<file path="config.mk">
export PLATFORM = sky130hd
export DESIGN_NAME = lp805x_sfrbus_pipe_flat
export DESIGN_NICKNAME = d
export VERILOG_FILES = /design/src/rtl/lp805x_sfrbus_pipe_if.sv /design/src/rtl/lp805x_sfrbus_pipe.sv /design/src/flat_wrapper.sv
export SDC_FILE = /design/constraint.sdc
export NUM_CORES = 1
export LEC_CHECK = 0
export ABC_CLOCK_PERIOD_IN_PS = 2000
export CAP_MARGIN = 20
export CORE_MARGIN = 2
export CORE_UTILIZATION = 40
export CTS_BUF_LIST = sky130_fd_sc_hd__clkbuf_8 sky130_fd_sc_hd__clkbuf_16
export DETAILED_ROUTE_END_ITERATION = 16
export HOLD_SLACK_MARGIN = 0.06
export PLACE_DENSITY = 0.84
export SLEW_MARGIN = 20
export SYNTH_ARGS = -nofsm -noshare
export SYNTH_HDL_FRONTEND = slang
export SYNTH_SLANG_ARGS = --single-unit
</file>
<file path="constraint.sdc">
create_clock -name clk -period 2 [get_ports clk]
set_input_delay 0.2 -clock clk [delete_from_list [all_inputs] [get_ports clk]]
set_output_delay 0.2 -clock clk [all_outputs]
set_load 0.01 [all_outputs]
</file>
<file path="src/rtl/lp805x_sfrbus_pipe_if.sv">
// SFR bus bundle between the lp805x core, the request pipeline and the peripheral return channels.
// The pipeline uses the slave modport; the core/peripheral side uses master.
interface lp805x_sfrbus_pipe_if #(
    parameter int unsigned NCH = 4
);
    logic             load;
    logic             flush;
    logic             clr_err;
    logic [7:0]       wr_addr;
    logic [7:0]       rd_addr;
    logic [7:0]       data_in;
    logic             wr;
    logic             rd;
    logic             bit_in;
    logic             wr_bit;
    logic             rd_bit;
    logic [28:0]      sfr_req;
    logic [8*NCH-1:0] ch_data;
    logic [NCH-1:0]   ch_bit;
    logic [NCH-1:0]   ch_ack;
    logic [7:0]       rsp_data;
    logic             rsp_bit;
    logic             rsp_valid;
    logic             rsp_miss;
    logic             collision;

    modport master (
        output load, flush, clr_err, wr_addr, rd_addr, data_in, wr, rd, bit_in, wr_bit, rd_bit,
        output ch_data, ch_bit, ch_ack,
        input  sfr_req, rsp_data, rsp_bit, rsp_valid, rsp_miss, collision
    );

    modport slave (
        input  load, flush, clr_err, wr_addr, rd_addr, data_in, wr, rd, bit_in, wr_bit, rd_bit,
        input  ch_data, ch_bit, ch_ack,
        output sfr_req, rsp_data, rsp_bit, rsp_valid, rsp_miss, collision
    );
endinterface

</file>
<file path="src/rtl/lp805x_sfrbus_pipe.sv">
// SFR bus pipeline: DEPTH load-gated request stages plus a registered, priority-merged response.
// Define LP805X_SFRBUS_COLLISION_EN to build the sticky multi-ack collision flag.
module lp805x_sfrbus_pipe #(
    parameter int unsigned DEPTH = 1,
    parameter int unsigned NCH   = 4
) (
    input logic                 clk,
    input logic                 rst,
    lp805x_sfrbus_pipe_if.slave bus
);
    localparam int unsigned W = 29;
    // Bundle layout: {wr_addr, rd_addr, data_in, wr, rd, bit_in, wr_bit, rd_bit}
    localparam logic [W-1:0] STROBE_MASK = 29'h0000_001B;

    logic [W-1:0] stage_q [DEPTH];
    logic [W-1:0] stage_d [DEPTH];
    logic [W-1:0] req_in;
    logic [W-1:0] keep;
    logic [W-1:0] req_out;

    assign req_in = {bus.wr_addr, bus.rd_addr, bus.data_in,
                     bus.wr, bus.rd, bus.bit_in, bus.wr_bit, bus.rd_bit};
    assign keep   = bus.flush ? ~STROBE_MASK : '1;

    always_comb begin
        stage_d[0] = (bus.load ? req_in : stage_q[0]) & keep;
        for (int i = 1; i < int'(DEPTH); i++) begin
            stage_d[i] = (bus.load ? stage_q[i-1] : stage_q[i]) & keep;
        end
    end

    always_ff @(posedge clk or negedge rst) begin
        if (!rst) begin
            for (int i = 0; i < int'(DEPTH); i++) begin
                stage_q[i] <= '0;
            end
        end else begin
            for (int i = 0; i < int'(DEPTH); i++) begin
                stage_q[i] <= stage_d[i];
            end
        end
    end

    assign req_out     = stage_q[DEPTH-1];
    assign bus.sfr_req = req_out;

    // Capture looks at the registered output stage, so a same-cycle flush cannot cancel it.
    logic       capture;
    logic       sel_hit;
    logic [7:0] sel_data;
    logic       sel_bit;

    assign capture = bus.load & (req_out[3] | req_out[0]);

    always_comb begin
        sel_hit  = 1'b0;
        sel_data = 8'hFF;
        sel_bit  = 1'b1;
        for (int k = int'(NCH) - 1; k >= 0; k--) begin
            if (bus.ch_ack[k]) begin
                sel_hit  = 1'b1;
                sel_data = bus.ch_data[8*k +: 8];
                sel_bit  = bus.ch_bit[k];
            end
        end
    end

    logic [7:0] rsp_data_q;
    logic       rsp_bit_q;
    logic       rsp_valid_q;
    logic       rsp_miss_q;

    always_ff @(posedge clk or negedge rst) begin
        if (!rst) begin
            rsp_data_q  <= 8'h00;
            rsp_bit_q   <= 1'b0;
            rsp_valid_q <= 1'b0;
            rsp_miss_q  <= 1'b0;
        end else begin
            rsp_valid_q <= capture & sel_hit;
            rsp_miss_q  <= capture & ~sel_hit;
            if (capture) begin
                rsp_data_q <= sel_data;
                rsp_bit_q  <= sel_bit;
            end
        end
    end

    assign bus.rsp_data  = rsp_data_q;
    assign bus.rsp_bit   = rsp_bit_q;
    assign bus.rsp_valid = rsp_valid_q;
    assign bus.rsp_miss  = rsp_miss_q;

`ifdef LP805X_SFRBUS_COLLISION_EN
    logic multi_ack;
    logic collision_q;

    always_comb begin
        logic seen;
        seen      = 1'b0;
        multi_ack = 1'b0;
        for (int k = 0; k < int'(NCH); k++) begin
            if (bus.ch_ack[k]) begin
                if (seen) multi_ack = 1'b1;
                seen = 1'b1;
            end
        end
    end

    // Set has priority over a simultaneous clear.
    always_ff @(posedge clk or negedge rst) begin
        if (!rst) begin
            collision_q <= 1'b0;
        end else if (capture && multi_ack) begin
            collision_q <= 1'b1;
        end else if (bus.clr_err) begin
            collision_q <= 1'b0;
        end
    end

    assign bus.collision = collision_q;
`else
    logic unused_clr_err;
    assign unused_clr_err = bus.clr_err;
    assign bus.collision  = 1'b0;
`endif
endmodule
</file>
<file path="src/flat_wrapper.sv">
// flat-port wrapper written by rule: the top's interface ports become plain ports
module lp805x_sfrbus_pipe_flat 
#(
    parameter int unsigned DEPTH = 1,
    parameter int unsigned NCH   = 4
)
  (clk, rst, bus_load, bus_flush, bus_clr_err, bus_wr_addr, bus_rd_addr, bus_data_in, bus_wr, bus_rd, bus_bit_in, bus_wr_bit, bus_rd_bit, bus_ch_data, bus_ch_bit, bus_ch_ack, bus_sfr_req, bus_rsp_data, bus_rsp_bit, bus_rsp_valid, bus_rsp_miss, bus_collision);
  lp805x_sfrbus_pipe_if #(.NCH(NCH)) bus_i ();
  input logic clk;
  input logic rst;
  input wire logic [$bits(bus_i.load)-1:0] bus_load;
  input wire logic [$bits(bus_i.flush)-1:0] bus_flush;
  input wire logic [$bits(bus_i.clr_err)-1:0] bus_clr_err;
  input wire logic [$bits(bus_i.wr_addr)-1:0] bus_wr_addr;
  input wire logic [$bits(bus_i.rd_addr)-1:0] bus_rd_addr;
  input wire logic [$bits(bus_i.data_in)-1:0] bus_data_in;
  input wire logic [$bits(bus_i.wr)-1:0] bus_wr;
  input wire logic [$bits(bus_i.rd)-1:0] bus_rd;
  input wire logic [$bits(bus_i.bit_in)-1:0] bus_bit_in;
  input wire logic [$bits(bus_i.wr_bit)-1:0] bus_wr_bit;
  input wire logic [$bits(bus_i.rd_bit)-1:0] bus_rd_bit;
  input wire logic [$bits(bus_i.ch_data)-1:0] bus_ch_data;
  input wire logic [$bits(bus_i.ch_bit)-1:0] bus_ch_bit;
  input wire logic [$bits(bus_i.ch_ack)-1:0] bus_ch_ack;
  output wire logic [$bits(bus_i.sfr_req)-1:0] bus_sfr_req;
  output wire logic [$bits(bus_i.rsp_data)-1:0] bus_rsp_data;
  output wire logic [$bits(bus_i.rsp_bit)-1:0] bus_rsp_bit;
  output wire logic [$bits(bus_i.rsp_valid)-1:0] bus_rsp_valid;
  output wire logic [$bits(bus_i.rsp_miss)-1:0] bus_rsp_miss;
  output wire logic [$bits(bus_i.collision)-1:0] bus_collision;
  assign bus_i.load = bus_load;
  assign bus_i.flush = bus_flush;
  assign bus_i.clr_err = bus_clr_err;
  assign bus_i.wr_addr = bus_wr_addr;
  assign bus_i.rd_addr = bus_rd_addr;
  assign bus_i.data_in = bus_data_in;
  assign bus_i.wr = bus_wr;
  assign bus_i.rd = bus_rd;
  assign bus_i.bit_in = bus_bit_in;
  assign bus_i.wr_bit = bus_wr_bit;
  assign bus_i.rd_bit = bus_rd_bit;
  assign bus_i.ch_data = bus_ch_data;
  assign bus_i.ch_bit = bus_ch_bit;
  assign bus_i.ch_ack = bus_ch_ack;
  assign bus_sfr_req = bus_i.sfr_req;
  assign bus_rsp_data = bus_i.rsp_data;
  assign bus_rsp_bit = bus_i.rsp_bit;
  assign bus_rsp_valid = bus_i.rsp_valid;
  assign bus_rsp_miss = bus_i.rsp_miss;
  assign bus_collision = bus_i.collision;
  lp805x_sfrbus_pipe #(.DEPTH(DEPTH), .NCH(NCH)) u_core (.clk(clk), .rst(rst), .bus(bus_i));
endmodule
</file>
==> results of run 1 <==
-- cells in the final DEF, fill, tap and decap left out, types with 4 or more instances in the layout --
cell,count
sky130_fd_sc_hd__dfrtp_1,40
sky130_fd_sc_hd__buf_4,5
sky130_fd_sc_hd__a22o_1,9
sky130_fd_sc_hd__nor3b_2,9
sky130_fd_sc_hd__nor2_1,5
sky130_fd_sc_hd__clkbuf_8,5
sky130_fd_sc_hd__mux2i_1,4
sky130_fd_sc_hd__nor2b_2,9
sky130_fd_sc_hd__inv_1,10
sky130_fd_sc_hd__mux2_1,6
sky130_fd_sc_hd__mux2_2,19
sky130_fd_sc_hd__a21oi_1,18
sky130_fd_sc_hd__clkdlybuf4s50_1,111
sky130_fd_sc_hd__o31ai_1,9
-- kinds of logic (layout without fill, tap and decap cells) --
family	Yosys count	after routing
other	1	1
buffers and inverters	21	135
muxes	29	29
DFF	40	40
and+or+nand+nor	25	25
AOI/OAI and AO/OA	37	37
-- metrics by stage --
stage	instance area, µm²	instances	total power, mW	utilization, %	worst slack (ps)
2_1_floorplan	1930	153	1.20	-	896
3_5_place_dp	3050	312	1.58	65.0	355
3_3_place_gp	3050	312	1.57	65.0	371
6_report	3170	321	2.19	67.5	587
5_1_grt	3170	321	2.31	67.5	539
4_1_cts	3170	321	2.22	67.5	575
-- power by group --
| part | internal, mW | switching (mW) |
|---|---|---|
| clock | 0.365 | 0.264 |
| combinational | 0.398 | 0.205 |
| sequential | 0.907 | 0.0525 |
| total | 1.67 | 0.521 |
-- layer usage --
layer,GRT usage [%],vias up,part of all wire [%]
li1,-,765,-
met1,20.8,681,43
met2,25.7,90,45
met3,6.17,6,10
met4,6.06,0,1.4
met5,0,-,0
-- registers in the layout (all words and copies together) (netlist names) --
name,count
u_core.bus.rsp_miss,1
u_core.bus.rsp_valid,1
u_core.bus.rsp_bit,1
u_core.bus.sfr_req,29
u_core.bus.rsp_data,8
-- worst paths after layout --
path	endpoint	slack [ps]	cells after the start
worst max-delay path	bus_sfr_req[0]	590	1
worst min-delay path	u_core.bus.sfr_req[11]	490	1
worst max register to register	u_core.bus.rsp_data[3]	840	4
worst min register to register	u_core.bus.sfr_req[11]	490	1
max in group asynchronous	u_core.bus.sfr_req[25]	860	2
min in group asynchronous	u_core.bus.sfr_req[16]	590	2
-- area by class of cell --
type | instances | area share (%)
repair buffers | 118 | 36.7
flip-flops and latches | 40 | 31.6
multi-input cells | 92 | 25.1
clock inverters | 3 | 1.22
well taps | 54 | 2.13
inverters | 9 | 1.07
clock buffers | 5 | 2.17
-- repair_timing --
item,CTS,global route
gates resized for setup,0,0
buffers inserted,0,0
hold endpoints to repair,31,0
hold buffers,1,0
==> out/results.txt, run 1 <==
result of the run: finished clean
Synth Flop Type: sky130_fd_sc_hd__dfrtp_1
final critical delay including setup and external delays: 1410 ps
share of post-route cells with drive strength above 1: 19.1%
data required time of the worst path: 1800 ps
library cell contributing the largest single delay on the critical path: sky130_fd_sc_hd__clkdlybuf4s50_1
width of the die: 73.5 µm
top-area cell type share of the netlist area: 51.7%
starting density of the core: 41.2%
Ports: 115
final estimated routing congestion in global placement: 0.694
number of H-tree levels: 2
fraction of synthesized area in multiplexers: 16.6%
clock edge transition at the registers on the reported setup and hold paths: 70 ps
share of flip-flops with an asynchronous set or reset after synthesis: 100%
Post-synth EDFFs: 0
ordered cell list for the critical path: clkdlybuf4s50_1
startpoint of the worst register-to-register path: u_core.bus.sfr_req[3]
first element of the critical path: u_core.bus.sfr_req[0]
Clock Tree Root: sky130_fd_sc_hd__clkbuf_8
net count reported at finish: 340
Row Count: 25
count of nets left with antenna violations after detail routing: 0
floorplan die area: 5410 µm²
synthesized-area fraction occupied by xor and xnor cells: 0%
final sum of negative setup slack: 0 ps
period utilisation layout: 70.6%
number of warnings reported in the yosys synthesis log: 0
post-route worst hold slack: 487 ps
worst ir drop on vdd: 255 µV
height of the die: 73.5 µm
global-route total usage across every layer: 16.5%
count of routing violations after the opening detailed-route iteration: 51
Post-synth top cells: sky130_fd_sc_hd__dfrtp_1 (40), sky130_fd_sc_hd__mux2_2 (19), sky130_fd_sc_hd__a21oi_1 (18)
number of antenna violations at the first check in global routing: 0
count leader, synth: sky130_fd_sc_hd__dfrtp_1
Slew Viols, Final: 0
post-synthesis share of cell area spent on and, or, nand and nor gates: 11.8%
count of distinct cell types in the synthesized netlist: 20
Seq. cell area: 1000 µm²
via count of the first global-routing pass: 1427
slowest cell delay on critical path: 560 ps
total area of multi-input combinational cells: 796 µm²
pin count of the biggest net entering global routing: 41
critical path data arrival time: 1210 ps
number of maximum-capacitance violations: 0
final hold violations: 0
DRC violation count after routing: 0
most area-hungry cell type in the Yosys netlist: sky130_fd_sc_hd__dfrtp_1
flip-flop and latch count after synthesis: 40
type of the worst setup path: flop to output port
number of buffers added by the clock tree synthesis step: 5
router iterations before antenna repair: 3
clock tree from TritonCTS: done
cell count after synthesis: 153
largest clock skew in the final design: 3.06 ps
worst min path class: flop to flop
share of synthesized area occupied by flip-flops and latches: 51.7%
Fmax achieved: 0.708 GHz
overflow left after global routing: 0
Mapped Area: 1930 µm²
Avg WL per Cell: 13.4 µm
transition time at the pin with the least slew margin: 878 ps
final wirelength: 4310 µm
layout overhead on the synthesized area: 63.8%
Worst Path Max Fanout: 3
kind of end point of the critical path: output port
detailed-route via count: 1542
synthesized area per cell: 12.6 µm²
CTS max path bufs: 2
clk sinks: 40
antenna diode instance count: 0
detail-routed via count per cell: 4.80
Worst Hold Launch: u_core.bus.sfr_req[11]
kind of cell adding the most delay to the critical path: buffers and inverters
count of input and output buffers: 112
worst slew slack as a fraction of its limit: 41.4%
final count of negative-setup-slack endpoints: 0
HPWL after detailed placement: 3380 µm
count of buffer and inverter cells on the critical path: 1
clock latency on the worst-skew pair: 280 ps
first-pass GRT wire length: 6700 µm
P per Cell Area: 691 nW/µm²
adder and majority gate portion of the synthesized area: 0%
Post-Syn Nets: 227
number of fillers in the final layout: 389
cell types with the largest area share after synthesis: sky130_fd_sc_hd__dfrtp_1 (52%), sky130_fd_sc_hd__mux2_2 (11%), sky130_fd_sc_hd__nor3b_2 (5.8%)
total leakage power: 1.33 nW
RSZ-0062 raised after global routing: false
kind of start point of the critical path: flop
compound-cell area share of the yosys netlist: 12.5%
total core area: 4690 µm²
main combinational cell family by area after synthesis: multiplexers
Note: power is estimated with default switching activity, not from simulation.
==> run 2, diff against run 1 <==
--- a/config.mk
+++ b/config.mk
@@ -5,14 +5,14 @@
 export SDC_FILE = /design/constraint.sdc
 export NUM_CORES = 1
 export LEC_CHECK = 0
-export ABC_CLOCK_PERIOD_IN_PS = 2000
+export ABC_CLOCK_PERIOD_IN_PS = 1100
 export CAP_MARGIN = 20
 export CORE_MARGIN = 2
-export CORE_UTILIZATION = 40
+export CORE_UTILIZATION = 34
 export CTS_BUF_LIST = sky130_fd_sc_hd__clkbuf_8 sky130_fd_sc_hd__clkbuf_16
 export DETAILED_ROUTE_END_ITERATION = 16
 export HOLD_SLACK_MARGIN = 0.06
-export PLACE_DENSITY = 0.84
+export PLACE_DENSITY = 0.76
 export SLEW_MARGIN = 20
 export SYNTH_ARGS = -nofsm -noshare
 export SYNTH_HDL_FRONTEND = slang
==> constraint.sdc (replaced) <==
create_clock -name clk -period 1.1 [get_ports clk]
set_input_delay 0.11 -clock clk [delete_from_list [all_inputs] [get_ports clk]]
set_output_delay 0.11 -clock clk [all_outputs]
set_load 0.01 [all_outputs]
==> run 2 against run 1 <==
Net effect:
- the run now ends with setup timing left
- final area increased by 4.9%
- final cell count up 11%
- non-clock buffer count increased by 16
- global-route usage fell by 0.49 points
- via count increased by 5.1%
- clock power increased by 56%
==> out/results.txt, run 2 (synthesized netlist as in run 1, its figures left out) <==
number of fillers in the final layout: 447 (was 389)
setup slack of the most critical reg-to-reg path: -30 ps (was 840 ps)
pin count of the biggest net entering global routing: 22 (was 41)
first-pass GRT wire length: 7820 µm (was 6700 µm)
largest clock skew in the final design: 3.86 ps (was 3.06 ps)
type of the worst setup path: flop to flop (was flop to output port)
sum of met3 wire segment lengths after detailed routing: 593 µm (was 446 µm)
antenna diode instance count: 0 (unchanged)
HPWL after detailed placement: 3910 µm (was 3380 µm)
Fmax achieved: 0.884 GHz
Worst Path Max Fanout: 10 (was 3)
share of post-route cells with drive strength above 1: 25.8% (was 19.1%)
detail-routed via count per cell: 4.57 (was 4.80)
clk sinks: 40 (unchanged)
layout overhead on the synthesized area: 71.8% (was 63.8%)
failing checks: setup timing
Slew Viols, Final: 0 (unchanged)
width of the die: 79.4 µm (was 73.5 µm)
Critical R2R Capture: u_core.bus.rsp_data[6] (was u_core.bus.rsp_data[3])
RSZ-0062 raised after global routing: true (was false)
number of antenna violations at the first check in global routing: 0 (unchanged)
number of buffers added by the clock tree synthesis step: 5 (unchanged)
final critical delay including setup and external delays: 1130 ps
final count of negative-setup-slack endpoints: 8 (was 0)
DRC violation count after routing: 0 (unchanged)
commonest non-fill, non-tap cells in the layout: sky130_fd_sc_hd__clkdlybuf4s50_1 (69), sky130_fd_sc_hd__dfrtp_1 (40), sky130_fd_sc_hd__dlygate4sd2_1 (21), sky130_fd_sc_hd__mux2_2 (19) (was sky130_fd_sc_hd__clkdlybuf4s50_1 (111), sky130_fd_sc_hd__dfrtp_1 (40), sky130_fd_sc_hd__mux2_2 (19), sky130_fd_sc_hd__a21oi_1 (18), sky130_fd_sc_hd__inv_1 (10))
top routing layer used: met4 (unchanged)
DP Area: 3170 µm² (was 3050 µm²)
via count of the first global-routing pass: 1650 (was 1427)
Avg WL per Cell: 13.9 µm (was 13.4 µm)
worst ir drop on vdd: 501 µV (was 255 µV)
power consumption: 3.85 mW (was 2.19 mW)
worst min path class: input port to asynchronous set/reset pin (was flop to flop)
CTS max path bufs: 2 (unchanged)
Setup WS post-layout: -31.3 ps (was 587 ps)
critical path data arrival time: 1310 ps (was 1210 ps)
kind of start point of the critical path: flop (unchanged)
period utilisation layout: 103%
Ports: 115 (unchanged)
Clock Tree Root: sky130_fd_sc_hd__clkbuf_8 (unchanged)
floorplan die area: 6310 µm² (was 5410 µm²)
Post-Route M1 WL: 2170 µm (was 1840 µm)
final hold violations: 0 (unchanged)
crit path capture: u_core.bus.rsp_data[6] (was bus_sfr_req[0])
global-route total usage across every layer: 16.0% (was 16.5%)
clock edge transition at the registers on the reported setup and hold paths: 80 ps (was 70 ps)
met2 routed WL: 2130 µm (was 1950 µm)
total leakage power: 1.49 nW (was 1.33 nW)
post-route cell area: 3320 µm² (was 3170 µm²)
detailed-route via count: 1621 (was 1542)
number of H-tree levels: 2 (unchanged)
kind of end point of the critical path: flop (was output port)
number of maximum-capacitance violations: 0 (unchanged)
final wirelength: 4950 µm (was 4310 µm)
overflow left after global routing: 0 (unchanged)
Worst Reg-to-Reg Cells: 4 (unchanged)
first element of the critical path: u_core.bus.sfr_req[0] (unchanged)
count of nets left with antenna violations after detail routing: 0 (unchanged)
clock tree from TritonCTS: done (unchanged)
clock latency on the worst-skew pair: 290 ps (was 280 ps)
starting density of the core: 35.1% (was 41.2%)
startpoint of the worst register-to-register path: u_core.bus.sfr_req[0] (was u_core.bus.sfr_req[3])
height of the die: 79.4 µm (was 73.5 µm)
final sum of negative setup slack: -206 ps (was 0 ps)
router iterations before antenna repair: 4 (was 3)
flip-flop count of the largest register after layout: 29 (unchanged)
final estimated routing congestion in global placement: 0.719 (was 0.694)
Row Count: 27 (was 25)
total core area: 5510 µm² (was 4690 µm²)
P per Cell Area: 1160 nW/µm² (was 691 nW/µm²)
net count reported at finish: 356 (was 340)
result of the run: finished with violations (was finished clean)
count of routing violations after the opening detailed-route iteration: 18 (was 51)
data required time of the worst path: 1280 ps (was 1800 ps)
most frequent standard cell in the layout excluding fill and tap cells: sky130_fd_sc_hd__clkdlybuf4s50_1 (unchanged)
count of input and output buffers: 112 (unchanged)
run 2: repair_timing:
item / in CTS / in global routing
hold buffers: 1 / 0
setup buffers: 0 / 6
cloned: 0 / 1
endpoints found under the setup margin: 70 / 30
pin swaps: 0 / 1
hold endpoints to repair: 40 / 0
gates resized for setup: 53 / 19
run 2: area by class of cell:
type                    instances  area (µm²)  share of cell area (%)
repair buffers                134        1290                    39.0
flip-flops and latches         40        1000                    30.1
multi-input cells              92         811                    24.4
well taps                      72        90.1                    2.71
clock buffers                   6        82.6                    2.48
inverters                       9        33.8                    1.02
clock inverters                 2        10.0                   0.301
run 2: critical path: stages (launching register included):
cell                        delay, ps
sky130_fd_sc_hd__dfrtp_1          400
sky130_fd_sc_hd__o21ai_4           90
sky130_fd_sc_hd__buf_4            160
sky130_fd_sc_hd__clkbuf_16        150
sky130_fd_sc_hd__a22o_1           220
run 2: worst min-delay path by stage:
| stage | from | end | slack, ps |
|---|---|---|---|
| after floorplan | rst | u_core.bus.rsp_bit | -190 |
| after global placement | rst | u_core.bus.sfr_req[12] | 100 |
| after detailed placement | rst | u_core.bus.sfr_req[8] | 100 |
| after CTS | rst | u_core.bus.sfr_req[13] | 340 |
| after global routing | rst | u_core.bus.rsp_data[1] | 350 |
| final | rst | u_core.bus.sfr_req[13] | 330 |
run 2: where the power goes:
| group | switching, mW | total, mW | internal (mW) |
|---|---|---|---|
| Clock | 0.482 | 0.982 | 0.500 |
| Sequential | 0.0940 | 1.74 | 1.65 |
| Combinational | 0.417 | 1.12 | 0.708 |
| Total | 0.993 | 3.85 | 2.86 |
run 2: metal layers:
layer  global-route usage [%]  vias to the layer above
met3                     6.90                        5
met5                        0                        -
met1                     19.8                      725
met4                     4.31                        0
met2                     25.4                       95
li1                         -                      796
run 2: stage by stage:
stage | util [%] | std cells | hold slack, ps | setup slack [ps]
2_1_floorplan | - | 153 | -186 | 7.49
3_3_place_gp | 57.5 | 339 | 95.5 | -332
3_5_place_dp | 57.5 | 339 | 105 | -352
4_1_cts | 58.6 | 348 | 336 | -43.1
5_1_grt | 60.3 | 355 | 346 | -79.9
6_report | 60.3 | 355 | 335 | -31.3
==> run 3, diff against run 2 <==
--- a/config.mk
+++ b/config.mk
@@ -7,12 +7,15 @@
 export LEC_CHECK = 0
 export ABC_CLOCK_PERIOD_IN_PS = 1100
 export CAP_MARGIN = 20
+export CORE_ASPECT_RATIO = 1.5
 export CORE_MARGIN = 2
 export CORE_UTILIZATION = 34
 export CTS_BUF_LIST = sky130_fd_sc_hd__clkbuf_8 sky130_fd_sc_hd__clkbuf_16
+export CTS_CLUSTER_SIZE = 12
 export DETAILED_ROUTE_END_ITERATION = 16
 export HOLD_SLACK_MARGIN = 0.06
 export PLACE_DENSITY = 0.76
+export SKIP_LAST_GASP = 1
 export SLEW_MARGIN = 20
 export SYNTH_ARGS = -nofsm -noshare
 export SYNTH_HDL_FRONTEND = slang
==> run 3 against run 2 <==
Net effect:
- the run still ends with setup timing left
- largest cell class unchanged
- highest routed layer unchanged
- final area grew 0.75%
- via count grew 1.4%
- sequential power is essentially flat
- clock power grew 22%
==> out/results.txt, run 3 (synthesized netlist as in run 1, its figures left out) <==
flip-flop count of the largest register after layout: 29 (unchanged)
critical path data arrival time: 1360 ps (was 1310 ps)
Worst Reg-to-Reg Cells: 5 (was 4)
worst ir drop on vdd: 649 µV (was 501 µV)
final hold violations: 0 (unchanged)
number of buffers added by the clock tree synthesis step: 5 (unchanged)
share of post-route cells with drive strength above 1: 24.9% (was 25.8%)
detail-routed via count per cell: 4.68 (was 4.57)
CTS max path bufs: 2 (unchanged)
Worst Path Max Fanout: 10 (unchanged)
post-route cell area: 3350 µm² (was 3320 µm²)
HPWL after detailed placement: 3630 µm (was 3910 µm)
Fmax achieved: 0.847 GHz (was 0.884 GHz)
slowest cell delay on critical path: 380 ps (was 400 ps)
setup slack of the most critical reg-to-reg path: -80 ps (was -30 ps)
P per Cell Area: 1210 nW/µm² (was 1160 nW/µm²)
period utilisation layout: 107% (was 103%)
width of the die: 65.6 µm (was 79.4 µm)
Row Count: 33 (was 27)
count of routing violations after the opening detailed-route iteration: 53 (was 18)
number of maximum-capacitance violations: 0 (unchanged)
detailed-route via count: 1644 (was 1621)
Ports: 115 (unchanged)
data required time of the worst path: 1280 ps (about the same)
RSZ-0062 raised after global routing: true (unchanged)
final estimated routing congestion in global placement: 0.691 (was 0.719)
kind of start point of the critical path: flop (unchanged)
Slew Viols, Final: 0 (unchanged)
count of nets left with antenna violations after detail routing: 0 (unchanged)
worst min path class: input port to asynchronous set/reset pin (unchanged)
overflow left after global routing: 0 (unchanged)
Critical R2R Capture: u_core.bus.rsp_data[2] (was u_core.bus.rsp_data[6])
antenna diode instance count: 0 (unchanged)
commonest non-fill, non-tap cells in the layout: sky130_fd_sc_hd__clkdlybuf4s50_1 (70), sky130_fd_sc_hd__dfrtp_1 (40), sky130_fd_sc_hd__clkdlybuf4s15_1 (24), sky130_fd_sc_hd__mux2_2 (19), sky130_fd_sc_hd__a21oi_1 (18) (was sky130_fd_sc_hd__clkdlybuf4s50_1 (69), sky130_fd_sc_hd__dfrtp_1 (40), sky130_fd_sc_hd__dlygate4sd2_1 (21), sky130_fd_sc_hd__mux2_2 (19))
final sum of negative setup slack: -633 ps (was -206 ps)
result of the run: finished with violations (unchanged)
router iterations before antenna repair: 3 (was 4)
clk sinks: 40 (unchanged)
number of antenna violations at the first check in global routing: 0 (unchanged)
first-pass GRT wire length: 7480 µm (was 7820 µm)
final count of negative-setup-slack endpoints: 11 (was 8)
core utilization of the finished layout: 61.0% (was 60.3%)
post-placement setup slack: -276 ps (was -352 ps)
count of buffer and inverter cells on the critical path: 2 (unchanged)
total stage count of the critical path: 5 (was 4)
starting density of the core: 35.2% (was 35.1%)
number of H-tree levels: 2 (unchanged)
kind of end point of the critical path: flop (unchanged)
startpoint of the worst register-to-register path: u_core.bus.sfr_req[3] (was u_core.bus.sfr_req[0])
final wirelength: 4650 µm (was 4950 µm)
Clock Tree Root: sky130_fd_sc_hd__clkbuf_8 (unchanged)
final critical delay including setup and external delays: 1180 ps (was 1130 ps)
count of input and output buffers: 112 (unchanged)
total leakage power: 1.47 nW (was 1.49 nW)
global-route total usage across every layer: 15.4% (was 16.0%)
post-route worst hold slack: 315 ps (was 335 ps)
crit path capture: u_core.bus.rsp_data[2] (was u_core.bus.rsp_data[6])
clock tree from TritonCTS: done (unchanged)
height of the die: 96.4 µm (was 79.4 µm)
first element of the critical path: u_core.bus.sfr_req[3] (was u_core.bus.sfr_req[0])
floorplan die area: 6320 µm² (was 6310 µm²)
most frequent standard cell in the layout excluding fill and tap cells: sky130_fd_sc_hd__clkdlybuf4s50_1 (unchanged)
library cell contributing the largest single delay on the critical path: sky130_fd_sc_hd__dfrtp_1 (unchanged)
net count reported at finish: 354 (was 356)
failing checks: setup timing (unchanged)
type of the worst setup path: flop to flop (unchanged)
kind of cell adding the most delay to the critical path: compound AO/OA/AOI/OAI gates (was flip-flops)
largest clock skew in the final design: 5.23 ps (was 3.86 ps)
clock edge transition at the registers on the reported setup and hold paths: 80 ps (about the same)
ordered cell list for the critical path: buf_4, o21ai_4, buf_12, a21oi_1, a22o_1 (was o21ai_4, buf_4, clkbuf_16, a22o_1)
via count of the first global-routing pass: 1726 (was 1650)
total core area: 5490 µm² (was 5510 µm²)
DRC violation count after routing: 0 (unchanged)
Setup WS post-layout: -80.4 ps (was -31.3 ps)
Avg WL per Cell: 13.2 µm (was 13.9 µm)
clock latency on the worst-skew pair: 290 ps (about the same)
DP Area: 3180 µm² (was 3170 µm²)
layout overhead on the synthesized area: 73.1% (was 71.8%)
pin count of the biggest net entering global routing: 41 (was 22)
## run 3: changes by cell type in the layout (fill, tap and decap cells not counted), sizes merged, moves of 2 or more
cell | previous run | this run
dlygate4sd2 | 21 | 14
clkinv | 2 | 0
buf | 23 | 21
clkdlybuf4s15 | 17 | 24
## run 3: area by class of cell
class	instances	area [µm²]
Clock buffer	5	68.8
Clock inverter	3	46.3
Fill cell	485	2140
Inverter	9	33.8
Multi-Input combinational cell	92	807
Sequential cell	40	1000
Tap cell	70	87.6
Timing Repair Buffer	132	1300
## run 3: worst min-delay path by stage
stage / end / slack [ps]
2_1_floorplan: u_core.bus.rsp_bit / -190
3_3_place_gp: u_core.bus.sfr_req[7] / 100
3_5_place_dp: u_core.bus.sfr_req[7] / 100
4_1_cts: u_core.bus.rsp_data[1] / 330
5_1_grt: u_core.bus.sfr_req[7] / 360
6_report: u_core.bus.sfr_req[7] / 320
## run 3: tightest hold or removal path: cells and delay by family
family	cells	cell delay, ps
buffers and inverters	3	860
## run 3: timing repair
item | 4_1_cts | 5_1_grt
hold endpoints to repair | 40 | 0
hold buffers | 1 | 0
pin swaps | 0 | 1
cloned | 1 | 0
setup buffers | 2 | 2
resized for setup | 48 | 30
endpoints found under the setup margin | 49 | 39
## run 3: power by group
| group | internal (mW) | switching, mW | total (mW) |
|---|---|---|---|
| clock | 0.683 | 0.515 | 1.20 |
| sequential | 1.65 | 0.0891 | 1.74 |
| combinational | 0.697 | 0.404 | 1.10 |
## run 3: per-layer routing
metal	vias to the layer above	global-route usage, %	routed length [µm]
met5	-	0	0
met4	0	5.73	68
met2	90	29.9	2430
met1	757	14.7	1660
li1	792	-	-
met3	5	5.33	490
## run 3: through the flow
stage | instances | total power, mW
after floorplan | 153 | 2.19
after global placement | 337 | 2.91
after detailed placement | 337 | 2.94
after CTS | 349 | 4.06
after global routing | 351 | 4.27
final | 351 | 4.04
